**config.mk**
```make
export PLATFORM = sky130hd
export DESIGN_NAME = sumador_bandas_sat
export DESIGN_NICKNAME = d
export VERILOG_FILES = /design/src/rtl/sumador_bandas_sat.sv
export SDC_FILE = /design/constraint.sdc
export NUM_CORES = 1
export LEC_CHECK = 0
export ABC_CLOCK_PERIOD_IN_PS = 11400
export BUFFER_PORTS_ARGS = -buffer_cell sky130_fd_sc_hd__buf_2
export CORE_MARGIN = 8
export CORE_UTILIZATION = 48
export CTS_CLUSTER_SIZE = 10
export DETAILED_ROUTE_END_ITERATION = 8
export GPL_ROUTABILITY_DRIVEN = 0
export PLACE_DENSITY = 0.68
export SLEW_MARGIN = 25
export SYNTH_ARGS = -nofsm -noshare
export SYNTH_HDL_FRONTEND = slang
export SYNTH_SLANG_ARGS = --single-unit
```
**constraint.sdc**
```tcl
create_clock -name CLK -period 11.4 [get_ports CLK]
set_input_delay 2.85 -clock CLK [delete_from_list [all_inputs] [get_ports CLK]]
set_output_delay 2.85 -clock CLK [all_outputs]
set_load 0.01 [all_outputs]
```
**src/rtl/sumador_bandas_sat.sv**
```systemverilog
`default_nettype none
// ============================================================================
// Module      : sumador_bandas_sat
// Description : N-band output summer for the equalizer datapath. A band
//               vector and its gain vector are captured on a valid/ready
//               handshake. Each band is weighted by its signed gain, one band
//               per clock. The sum is saturated to the DAC width and emitted
//               as offset-binary. Sticky flags record when the output clipped.
// Revision    : 1.0 - initial release
// ----------------------------------------------------------------------------
// Ports:
//   CLK        in   1      system clock, rising edge
//   Reset      in   1      asynchronous reset, active low
//   in_valid   in   1      band vector valid
//   in_ready   out  1      block can accept a band vector (IDLE only)
//   y_bandas   in   N*W    packed signed band samples, band i = [i*W +: W]
//   ganancias  in   N*GW   packed signed Q2.(GW-2) gains, gain i = [i*GW +: GW]
//   clr_flags  in   1      synchronous clear of sat_pos / sat_neg
//   ys         out  WO     offset-binary output sample, held between results
//   out_valid  out  1      one-cycle pulse, ys is new this cycle
//   sat_pos    out  1      sticky: positive saturation occurred
//   sat_neg    out  1      sticky: negative saturation occurred
// ============================================================================
module sumador_bandas_sat #(
  parameter int N  = 3,
  parameter int W  = 23,
  parameter int GW = 8,
  parameter int WO = 12
) (
  input  logic              CLK,
  input  logic              Reset,
  input  logic              in_valid,
  output logic              in_ready,
  input  logic [N*W-1:0]    y_bandas,
  input  logic [N*GW-1:0]   ganancias,
  input  logic              clr_flags,
  output logic [WO-1:0]     ys,
  output logic              out_valid,
  output logic              sat_pos,
  output logic              sat_neg
);

  // Accumulator is wide enough that N full-scale weighted bands never wrap.
  localparam int IW = $clog2(N);
  localparam int AW = W + GW + IW;

  // Saturation limits of the DAC range, expressed at accumulator width.
  localparam logic signed [AW-1:0] C_MAX = {{(AW-WO+1){1'b0}}, {(WO-1){1'b1}}};
  localparam logic signed [AW-1:0] C_MIN = ~C_MAX;
  localparam logic [WO-1:0]        C_MID = {1'b1, {(WO-1){1'b0}}};

  typedef enum logic [1:0] {
    IDLE = 2'd0,
    ACUM = 2'd1,
    SAT  = 2'd2
  } state_t;

  state_t                  r_state;
  state_t                  w_next;

  logic [N*W-1:0]          r_x;
  logic [N*GW-1:0]         r_g;
  logic signed [AW-1:0]    r_acc;
  logic [IW-1:0]           r_idx;
  logic [WO-1:0]           r_ys;
  logic                    r_out_valid;
  logic                    r_sat_pos;
  logic                    r_sat_neg;

  logic signed [W-1:0]     w_x;
  logic signed [GW-1:0]    w_g;
  logic signed [W+GW-1:0]  w_prod;
  logic signed [AW-1:0]    w_prod_ext;
  logic signed [AW-1:0]    w_term;
  logic                    w_over;
  logic                    w_under;
  logic                    w_last;
  logic [WO-1:0]           w_sat;

  // --------------------------------------------------------------------------
  // Weighted band term for the current index
  // --------------------------------------------------------------------------
  assign w_x        = r_x[r_idx*W +: W];
  assign w_g        = r_g[r_idx*GW +: GW];
  assign w_prod     = w_x * w_g;
  assign w_prod_ext = {{IW{w_prod[W+GW-1]}}, w_prod};
  // Arithmetic shift removes the gain's fractional bits, flooring toward -inf.
  assign w_term     = w_prod_ext >>> (GW - 2);
  assign w_last     = (r_idx == IW'(N - 1));

  // --------------------------------------------------------------------------
  // Saturation to the DAC range
  // --------------------------------------------------------------------------
  assign w_over  = (r_acc > C_MAX);
  assign w_under = (r_acc < C_MIN);

  always_comb begin
    w_sat = r_acc[WO-1:0];
    if (w_over) begin
      w_sat = C_MAX[WO-1:0];
    end else if (w_under) begin
      w_sat = C_MIN[WO-1:0];
    end
  end

  // --------------------------------------------------------------------------
  // State machine
  // --------------------------------------------------------------------------
  always_ff @(posedge CLK or negedge Reset) begin
    if (!Reset) begin
      r_state <= IDLE;
    end else begin
      r_state <= w_next;
    end
  end

  always_comb begin
    w_next = r_state;
    case (r_state)
      IDLE:    if (in_valid) w_next = ACUM;
      ACUM:    if (w_last)   w_next = SAT;
      SAT:     w_next = IDLE;
      default: w_next = IDLE;
    endcase
  end

  // --------------------------------------------------------------------------
  // Datapath and flags
  // --------------------------------------------------------------------------
  always_ff @(posedge CLK or negedge Reset) begin
    if (!Reset) begin
      r_x         <= '0;
      r_g         <= '0;
      r_acc       <= '0;
      r_idx       <= '0;
      r_ys        <= C_MID;
      r_out_valid <= 1'b0;
      r_sat_pos   <= 1'b0;
      r_sat_neg   <= 1'b0;
    end else begin
      r_out_valid <= 1'b0;
      case (r_state)
        IDLE: begin
          if (in_valid) begin
            r_x   <= y_bandas;
            r_g   <= ganancias;
            r_acc <= '0;
            r_idx <= '0;
          end
        end
        ACUM: begin
          r_acc <= r_acc + w_term;
          r_idx <= r_idx + IW'(1);
        end
        SAT: begin
          // Adding mid-scale to a WO-bit two's-complement value is the same
          // as inverting its sign bit.
          r_ys        <= {~w_sat[WO-1], w_sat[WO-2:0]};
          r_out_valid <= 1'b1;
        end
        default: ;
      endcase
      // A saturation event on the same edge as a clear keeps the flag set.
      r_sat_pos <= ((r_state == SAT) && w_over)  | (r_sat_pos & ~clr_flags);
      r_sat_neg <= ((r_state == SAT) && w_under) | (r_sat_neg & ~clr_flags);
    end
  end

  assign in_ready  = (r_state == IDLE);
  assign ys        = r_ys;
  assign out_valid = r_out_valid;
  assign sat_pos   = r_sat_pos;
  assign sat_neg   = r_sat_neg;

endmodule
`default_nettype wire
```
==> results of run 1 <==
[area by class of cell]
class | count | area share [%]
Timing Repair Buffer | 128 | 4.64
Inverter | 209 | 5.12
Clock inverter | 15 | 1.18
Multi-Input combinational cell | 1037 | 59.5
Tap cell | 384 | 3.13
Sequential cell | 145 | 23.7
Clock buffer | 17 | 2.78
[metrics by stage]
step	setup WS, ns	cell area [µm²]	std cells	hold WS, ns	util (%)
4_1_cts	1.75	15300	1935	0.484	53.8
6_report	2.08	15300	1935	0.481	53.8
5_1_grt	1.52	15300	1935	0.508	53.8
3_5_place_dp	1.80	14700	1903	0.466	51.7
3_3_place_gp	2.01	14700	1902	0.458	51.6
2_1_floorplan	3.09	13700	1448	0.450	-
[cell usage in the layout, fill, tap and decap left out, types with 4 or more instances in the layout]
| master | count |
|---|---|
| a211oi_1 | 7 |
| a21o_1 | 20 |
| a21oi_1 | 78 |
| and2_1 | 5 |
| and3_1 | 9 |
| buf_2 | 111 |
| buf_4 | 14 |
| clkbuf_16 | 17 |
| clkinv_8 | 4 |
| dfrtp_1 | 143 |
| fa_1 | 144 |
| ha_1 | 93 |
| inv_1 | 209 |
| inv_8 | 5 |
| mux2_2 | 93 |
| mux2i_1 | 34 |
| nand2_1 | 73 |
| nand2b_1 | 10 |
| nand3_1 | 16 |
| nand4_1 | 8 |
| nor2_1 | 201 |
| nor2b_1 | 24 |
| nor3_1 | 17 |
| nor4_1 | 9 |
| o21ai_0 | 37 |
| o21bai_1 | 4 |
| o22ai_1 | 26 |
| or2_2 | 21 |
| xnor2_1 | 38 |
| xor2_1 | 16 |
[per-layer routing]
metal  track usage (%)  share of wire, %
met4              5.35               1.6
met2              32.3                47
met1              26.9                46
met5                 0              0.11
met3              4.45               5.6
[cells by family after synthesis]
family / count (synthesis) / synth area share, %
AO/OA/AOI/OAI: 216 / 10.1
XOR/XNOR: 54 / 3.44
flip-flops: 145 / 26.4
buffers and inverters: 266 / 7.28
multiplexers: 127 / 10.1
adder cells (fa/ha/maj): 237 / 29.5
AND/OR/NAND/NOR: 403 / 13.1
[critical path: cells and delay by family (launching register included)]
family                     cells  cell delay [ns]
AOI/OAI and AO/OA             12             3.19
adders and majority gates      6             2.84
and+or+nand+nor                8             1.30
buffers and inverters          4             0.89
DFF                            1             0.50
muxes                          1             0.45
[path summary, 6_finish.rpt]
check	start	slack, ns	cells past startpoint	end
max in group asynchronous	Reset	7.81	3	r_idx[1]$_DFFE_PN0P_
worst max register to register	r_idx[1]$_DFFE_PN0P_	2.08	31	r_acc[32]$_DFFE_PN0P_
worst min register to register	ys[2]$_DFFE_PN0P_	0.48	2	ys[2]$_DFFE_PN0P_
worst max-delay path	r_idx[1]$_DFFE_PN0P_	2.08	31	r_acc[32]$_DFFE_PN0P_
worst min-delay path	ys[2]$_DFFE_PN0P_	0.48	2	ys[2]$_DFFE_PN0P_
min in group asynchronous	Reset	2.39	1	r_acc[21]$_DFFE_PN0P_
[cell usage after synthesis, drive strengths merged, types with 3 or more instances]
library cell and number:
nor2b 24, a21oi 79, nor4 9, and2 6, clkbuf 50, nor3 17, a311oi 3, mux2 93
o211ai 3, nand2 73, o22ai 26, a221oi 3, o21a 3, a31oi 4, xor2 16, nand2b 11
inv 209, nor2 202, fa 144, xnor2 38, nand3 16, or2 21, ha 93, a21o 21
dfrtp 144, nand4 8, o21bai 4, a211o 3, buf 7, a211oi 9, o21ai 39, and3 10
mux2i 34
[registers in the layout, indices dropped and copies added (netlist names)]
signal,flops
r_state,2
r_x,69
sat_neg,1
r_acc,33
sat_pos,1
ys,12
r_idx,2
r_g,24
out_valid,1
==> flow_summary.ini, run 1 <==
[sta]
slew_headroom_pct = 40.1
setup_viol = 0
fmax_mhz = 107
fin_crit_sh_pct = 81.7
tightest_slew_ns = 0.876
rsz0062_at_grt = false
fin_tns_setup_ns = 0
finalHoldViolations = 0
period_needed_ns = 9.32
finalClockSkew_ns = 0.0220
maxSlewViolCount = 0

[drt]
wl_per_cell_um = 17.1
drc = 0
first_iter_violations = 564
dr.pass1.iters = 5
ant_nets = 0
vias_per_cell = 5.40
wl_um = 33000
via_count = 10500

[cells_and_area]
seq_area_um2 = 3630
drive_above_1_share_pct = 18.8
diodes = 0
multiInputGateArea_um2 = 9120
fillers = 2595
nets = 1872
syn_to_final_growth_pct = 11.6

[place]
hpwlAfterDp_um = 25700
portBuffers = 112

[floorplan]
start_util_pct = 48.2
coreArea_um2 = 28500
die_area_um2 = 34300
fp.dieH_um = 185
die_width_um = 185
rows = 62
ios = 113

[flow_run]
maxCapViolations = 0

[clocking]
cts_setup_buffers = 0
cts_tree = yes
clkSlewWorstSetupHoldPaths_ns = 0.08
h-tree-depth = 4
numCtsBuffers = 17
hold_buffers = 0
cts_max_path_buffers = 2
clock-sinks = 145
ctsResizeCount = 0
cts_root_buf = clkbuf_16
clk_latency_ns = 0.45

[setup_path]
critPathMaxFanout = 28
cp.required_ns = 11.75
cpMostUsedCell = fa_1
crit_path_max_incr_delay_ns = 0.54
cp_data_arrival_time_ns = 9.67
critPathLaunchType = register
critPathKind = reg2reg
slowest_stage = fa_1
cp-end-kind = register

[yosys]
synth_top_area_share_pct = 26.2
syn_inst = 1448
netlist_area_um2 = 13700
synth_cell_types = 61
syn_area_per_cell_um2 = 9.48
synth_edf_count = 0
synth-async-reset-ratio_pct = 100
synth_seq_cells = 145
synth_flop_cell = dfrtp_1
yosys.area.top_type = dfrtp_1
synth_nets = 1782
ys_seq_area_share_pct = 26.4
netlist_top_cells_area = dfrtp_1 26%, fa_1 21%, ha_1 8.5%
yosysWarningCount = 0

[worst_hold_path]
holdCritPathClass = reg2reg

[global_route]
grt_max_degree = 95
grt_pass1_wl_um = 55100
antenna_found_initial = 3
first_global_vias = 11000
overflow = 0
grtUsageTotal_pct = 20.0

[outcome]
status = finished, final reports clean
Power of run 1 is not shown: default switching activity piles up to over one toggle a cycle in this logic, so the estimate is an artifact.
==> run 2: changes to the inputs <==
--- a/config.mk
+++ b/config.mk
@@ -5,7 +5,8 @@
 export SDC_FILE = /design/constraint.sdc
 export NUM_CORES = 1
 export LEC_CHECK = 0
-export ABC_CLOCK_PERIOD_IN_PS = 11400
+export ABC_AREA = 1
+export ABC_CLOCK_PERIOD_IN_PS = 8710
 export BUFFER_PORTS_ARGS = -buffer_cell sky130_fd_sc_hd__buf_2
 export CORE_MARGIN = 8
 export CORE_UTILIZATION = 48
==> constraint.sdc (replaced) <==
create_clock -name CLK -period 8.71 [get_ports CLK]
set_input_delay 2.1775 -clock CLK [delete_from_list [all_inputs] [get_ports CLK]]
set_output_delay 2.1775 -clock CLK [all_outputs]
set_load 0.01 [all_outputs]
==> run 2 against run 1 <==
  * Routed wire length increased by 17%
  * Synthesized area increased by 9.4%
  * Hold slack improved by 0.013 ns
  * Final cell count increased by 25%
  * Clock-buffer cell count unchanged
  * Largest cell class unchanged
==> flow_summary.ini, run 2 <==
[worst_hold_path]
holdPathEnd = ys[11]$_DFFE_PN1P_
min_path_cells = 2
holdCritPathClass = reg2reg
min-delay-start = ys[11]$_DFFE_PN1P_

[sta]
fin_crit_sh_pct = 86.9
period_needed_ns = 7.57
fin_tns_setup_ns = 0
maxSlewViolCount = 0
rsz0062_at_grt = false
fmax_mhz = 132
finalHoldViolations = 0
finalClockSkew_ns = 0.0139
tightest_slew_ns = 0.967
setup_viol = 0
slew_headroom_pct = 35.1

[global_route]
overflow = 0
grt_pass1_wl_um = 65300
first_global_vias = 13200
antenna_found_initial = 0
grtUsageTotal_pct = 21.9
grt_max_degree = 80

[cells_and_area]
mostFrequentLayoutCell = nand2_1
diodes = 0
final_cell_mix = 427 x nand2_1, 425 x inv_1, 144 x fa_1, 144 x dfrtp_1, 132 x nor2_1
reg_top3 = r_x x69, r_acc x33, r_g x24
largest_reg_flops = 69
top_register = r_x
drive_above_1_share_pct = 15.6
nets = 2342
syn_to_final_growth_pct = 10.7

[clocking]
clock-sinks = 145
numCtsBuffers = 17
cts_max_path_buffers = 2
h-tree-depth = 4
clk_latency_ns = 0.44
ctsResizeCount = 0
cts_root_buf = clkbuf_16
hold_buffers = 0
clkSlewWorstSetupHoldPaths_ns = 0.07
cts_setup_buffers = 0
cts_tree = yes

[setup_path]
regToRegSetupSlack_ns = 1.14
reg2reg_from = r_idx[0]$_DFFE_PN0P_
critPathMaxFanout = 19
rr_worst_depth = 30
cp-end-kind = register
cpMostUsedCell = nand2_1
critPathKind = reg2reg
cp.required_ns = 9.02
crit_path_max_incr_delay_ns = 0.67
critPathLaunchType = register
cp_data_arrival_time_ns = 7.88
slowest_stage = o21ai_1
worstReg2RegEnd = r_acc[24]$_DFFE_PN0P_

[yosys]
post-synth-top-count-cell = nand2_1
yosysWarningCount = 0
synth_flop_cell = dfrtp_1
yosys-top-cells-count = 428 x nand2_1, 425 x inv_1, 144 x dfrtp_1, 144 x fa_1, 134 x nor2_1
synth_nets = 2241
ys_seq_area_share_pct = 24.2
netlist_area_um2 = 15000
synth_seq_cells = 145
syn_area_per_cell_um2 = 7.88
synth_cell_types = 50
synth-async-reset-ratio_pct = 100
netlist_top_cells_area = dfrtp_1 24%, fa_1 19%, nand2_1 11%
syn_inst = 1907
yosys.area.top_type = dfrtp_1
synth_edf_count = 0
synth_top_area_share_pct = 24.0

[drt]
first_iter_violations = 998
ant_nets = 0
vias_per_cell = 5.26
wl_per_cell_um = 15.9
dr.pass1.iters = 5
via_count = 12700
drc = 0
wl_um = 38500

[floorplan]
die_width_um = 193
ios = 113
coreArea_um2 = 30700
fp.dieH_um = 193
rows = 64
start_util_pct = 49.0
die_area_um2 = 37200

[flow_run]
maxCapViolations = 0

[place]
portBuffers = 112
hpwlAfterDp_um = 30200

[outcome]
status = finished, final reports clean
## run 2: cell count changes in the layout (fill, tap and decap cells not counted), sizes merged, moves of 24 or more
cell | before | now
mux2i | 34 | 0
nor2 | 202 | 140
nor2b | 24 | 0
inv | 217 | 444
o21ai | 39 | 118
nand2 | 73 | 438
xnor2 | 38 | 9
## run 2: worst max path at each step
| stage | from | to | slack (ns) | cells after the start |
|---|---|---|---|---|
| after detailed placement | r_idx[0]$_DFFE_PN0P_ | r_acc[24]$_DFFE_PN0P_ | 1.25 | 30 |
| final | r_idx[0]$_DFFE_PN0P_ | r_acc[24]$_DFFE_PN0P_ | 1.14 | 30 |
| after global placement | r_idx[0]$_DFFE_PN0P_ | r_acc[24]$_DFFE_PN0P_ | 1.24 | 30 |
| after floorplan | r_idx[0]$_DFFE_PN0P_ | r_acc[32]$_DFFE_PN0P_ | 2.55 | 34 |
| after CTS | r_idx[0]$_DFFE_PN0P_ | r_acc[24]$_DFFE_PN0P_ | 1.23 | 30 |
| after global routing | r_idx[1]$_DFFE_PN0P_ | r_acc[24]$_DFFE_PN0P_ | 0.61 | 29 |
## run 2: critical path: cells and delay by family, from the launching register on
kind / cells / cell delay [ns]
adder cells (fa/ha/maj): 6 / 2.71
AO/OA/AOI/OAI: 10 / 2.58
buffers and inverters: 5 / 0.80
AND/OR/NAND/NOR: 8 / 0.72
flip-flops: 1 / 0.40
XOR/XNOR: 1 / 0.19
## run 2: final cells by class
class                           instances  area, µm²
Fill cell                            2895      14000
Multi-Input combinational cell       1277       9540
Sequential cell                       145       3630
Inverter                              438       1640
Timing Repair Buffer                  129        714
Tap cell                              396        495
Clock buffer                           17        425
Clock inverter                         15        171
## run 2: per-stage QoR
stage	utilization (%)	instance area, µm²	hold WS [ns]	setup WS (ns)	instances
3_5_place_dp	52.2	16000	0.485	1.25	2384
2_1_floorplan	-	15000	0.470	2.55	1907
4_1_cts	54.1	16600	0.495	1.23	2416
6_report	54.2	16600	0.494	1.14	2417
5_1_grt	54.2	16600	0.512	0.611	2417
3_3_place_gp	52.2	16000	0.479	1.24	2384
## run 2: logic make-up after synthesis
logic type | Yosys count | share of synthesized area, %
fa+ha+maj | 237 | 26.9
xor+xnor | 30 | 1.75
compound gates | 254 | 9.78
mux | 93 | 6.97
flops | 145 | 24.2
buf+inv | 485 | 12.4
simple gates | 663 | 18.0
## run 2: metal layers
metal / track usage [%] / vias up / part of all wire (%)
li1: - / 6060 / -
met1: 27.6 / 6222 / 43
met2: 37.6 / 351 / 49
met3: 3.47 / 82 / 5.3
met4: 7.67 / 0 / 2.8
met5: 0 / - / 0
Power of run 2 is left out for the same reason.
==> run 3: changes to the inputs <==
--- a/config.mk
+++ b/config.mk
@@ -14,6 +14,7 @@
 export DETAILED_ROUTE_END_ITERATION = 8
 export GPL_ROUTABILITY_DRIVEN = 0
 export PLACE_DENSITY = 0.68
+export RECOVER_POWER = 25
 export SLEW_MARGIN = 25
 export SYNTH_ARGS = -nofsm -noshare
 export SYNTH_HDL_FRONTEND = slang
==> run 3 against run 2 <==
  * The flow now finishes with violations (capacitance limit, slew limit)
  * Via count shrank 0.15%
  * Register-to-register slack lost 0.22 ns
  * Cell area is essentially flat
  * Final cell count is the same
  * Routed wire length is essentially flat
  * Critical path depth grew 1
  * First-iteration DRC count grew 2.4%
  * Flip-flop and latch count is the same
  * Fmax shrank 2.8%
  * Non-clock buffer count is the same
  * Sequential share of layout area is essentially flat
  * Largest cell class unchanged
  * Highest routed layer unchanged
==> flow_summary.ini, run 3 (synthesis results as in run 2) <==
[outcome]
status = finished, violations left
violations = capacitance limit, slew limit

[cells_and_area]
mostFrequentLayoutCell = nand2_1
diodes = 0
design_area_um2 = 16600
top_register = r_x
final_cell_mix = 427 x nand2_1, 426 x inv_1, 144 x fa_1, 144 x dfrtp_1, 133 x nor2_1
postLayoutCoreUtil_pct = 54.2
largest_reg_flops = 69
nets = 2342
drive_above_1_share_pct = 15.4
reg_top3 = r_x x69, r_acc x33, r_g x24
syn_to_final_growth_pct = 10.6

[drt]
drc = 0
wl_um = 38500
ant_nets = 0
vias_per_cell = 5.25
wl_per_cell_um = 15.9
via_count = 12700
first_iter_violations = 1022
dr.pass1.iters = 6

[clocking]
cts_root_buf = clkbuf_16
ctsResizeCount = 0
cts_setup_buffers = 0
hold_buffers = 0
cts_max_path_buffers = 2
clk_latency_ns = 0.45
cts_tree = yes
h-tree-depth = 4
numCtsBuffers = 17
clkSlewWorstSetupHoldPaths_ns = 0.07
clock-sinks = 145

[sta]
period_needed_ns = 7.79
fmax_mhz = 128
maxSlewViolCount = 80
finalHoldViolations = 0
rsz0062_at_grt = false
finalClockSkew_ns = 0.0131
tightest_slew_ns = 4.17
fin_tns_setup_ns = 0
setup_viol = 0
fin_crit_sh_pct = 89.4
slew_headroom_pct = -178

[setup_path]
critPathKind = reg2reg
crit_path_max_incr_delay_ns = 0.76
cp-end-kind = register
critPathLaunchType = register
rr_worst_depth = 31
critPathMaxFanout = 19
regToRegSetupSlack_ns = 0.92
slowest_stage = o21ai_1
cp_data_arrival_time_ns = 8.10
cp.required_ns = 9.02
reg2reg_from = r_idx[0]$_DFFE_PN0P_
cpMostUsedCell = nand2_1
worstReg2RegEnd = r_acc[24]$_DFFE_PN0P_

[floorplan]
start_util_pct = 49.0
rows = 64
fp.dieH_um = 193
die_width_um = 193
die_area_um2 = 37200
ios = 113
coreArea_um2 = 30700

[global_route]
first_global_vias = 13200
grt_max_degree = 80
antenna_found_initial = 0
grtUsageTotal_pct = 21.9
overflow = 0
grt_pass1_wl_um = 65300

[worst_hold_path]
min-delay-start = ys[11]$_DFFE_PN1P_
holdPathEnd = ys[11]$_DFFE_PN1P_
holdCritPathClass = reg2reg
min_path_cells = 2

[flow_run]
maxCapViolations = 1

[place]
hpwlAfterDp_um = 30200
postPlaceCellArea_um2 = 16000
portBuffers = 112
-- run 3: cell count changes in the layout (fill, tap and decap cells not counted), sizes merged --
cell,change
clkbuf,+2
buf,-2
-- run 3: area by class of cell --
type                            instances  area, µm²
Inverter                              438       1640
Timing Repair Buffer                  129        706
Sequential cell                       145       3630
Clock inverter                         15        171
Fill cell                            2894      14100
Tap cell                              396        495
Multi-Input combinational cell       1277       9540
Clock buffer                           17        425
-- run 3: per-stage QoR --
stage	std cells	hold WS, ns	setup slack (ns)
3_5_place_dp	2384	0.485	1.25
3_3_place_gp	2384	0.479	1.24
5_1_grt	2417	0.512	0.393
4_1_cts	2416	0.495	1.23
2_1_floorplan	1907	0.470	2.55
6_report	2417	0.495	0.925
-- run 3: worst max-delay path by stage --
stage                               startpoint  slack [ns]                     to
final                     r_idx[0]$_DFFE_PN0P_        0.92  r_acc[24]$_DFFE_PN0P_
after global routing      r_idx[0]$_DFFE_PN0P_        0.39  r_acc[24]$_DFFE_PN0P_
after CTS                 r_idx[0]$_DFFE_PN0P_        1.23  r_acc[24]$_DFFE_PN0P_
after detailed placement  r_idx[0]$_DFFE_PN0P_        1.25  r_acc[24]$_DFFE_PN0P_
after global placement    r_idx[0]$_DFFE_PN0P_        1.24  r_acc[24]$_DFFE_PN0P_
after floorplan           r_idx[0]$_DFFE_PN0P_        2.55  r_acc[32]$_DFFE_PN0P_
-- run 3: worst max-delay path: cells and delay by family, from the launching register on --
family | cells | cell delay [ns]
flip-flops | 1 | 0.39
XOR/XNOR | 1 | 0.19
AO/OA/AOI/OAI | 10 | 2.67
adder cells (fa/ha/maj) | 6 | 2.41
buffers and inverters | 6 | 1.30
AND/OR/NAND/NOR | 8 | 0.67
-- run 3: layer usage --
| layer | vias to the layer above | global-route usage, % | part of all wire [%] |
|---|---|---|---|
| li1 | 6057 | - | - |
| met1 | 6221 | 27.6 | 43 |
| met2 | 336 | 37.6 | 49 |
| met3 | 82 | 3.47 | 4.8 |
| met4 | 0 | 7.67 | 2.8 |
| met5 | - | 0 | 0 |
Power of run 3 is left out for the same reason.
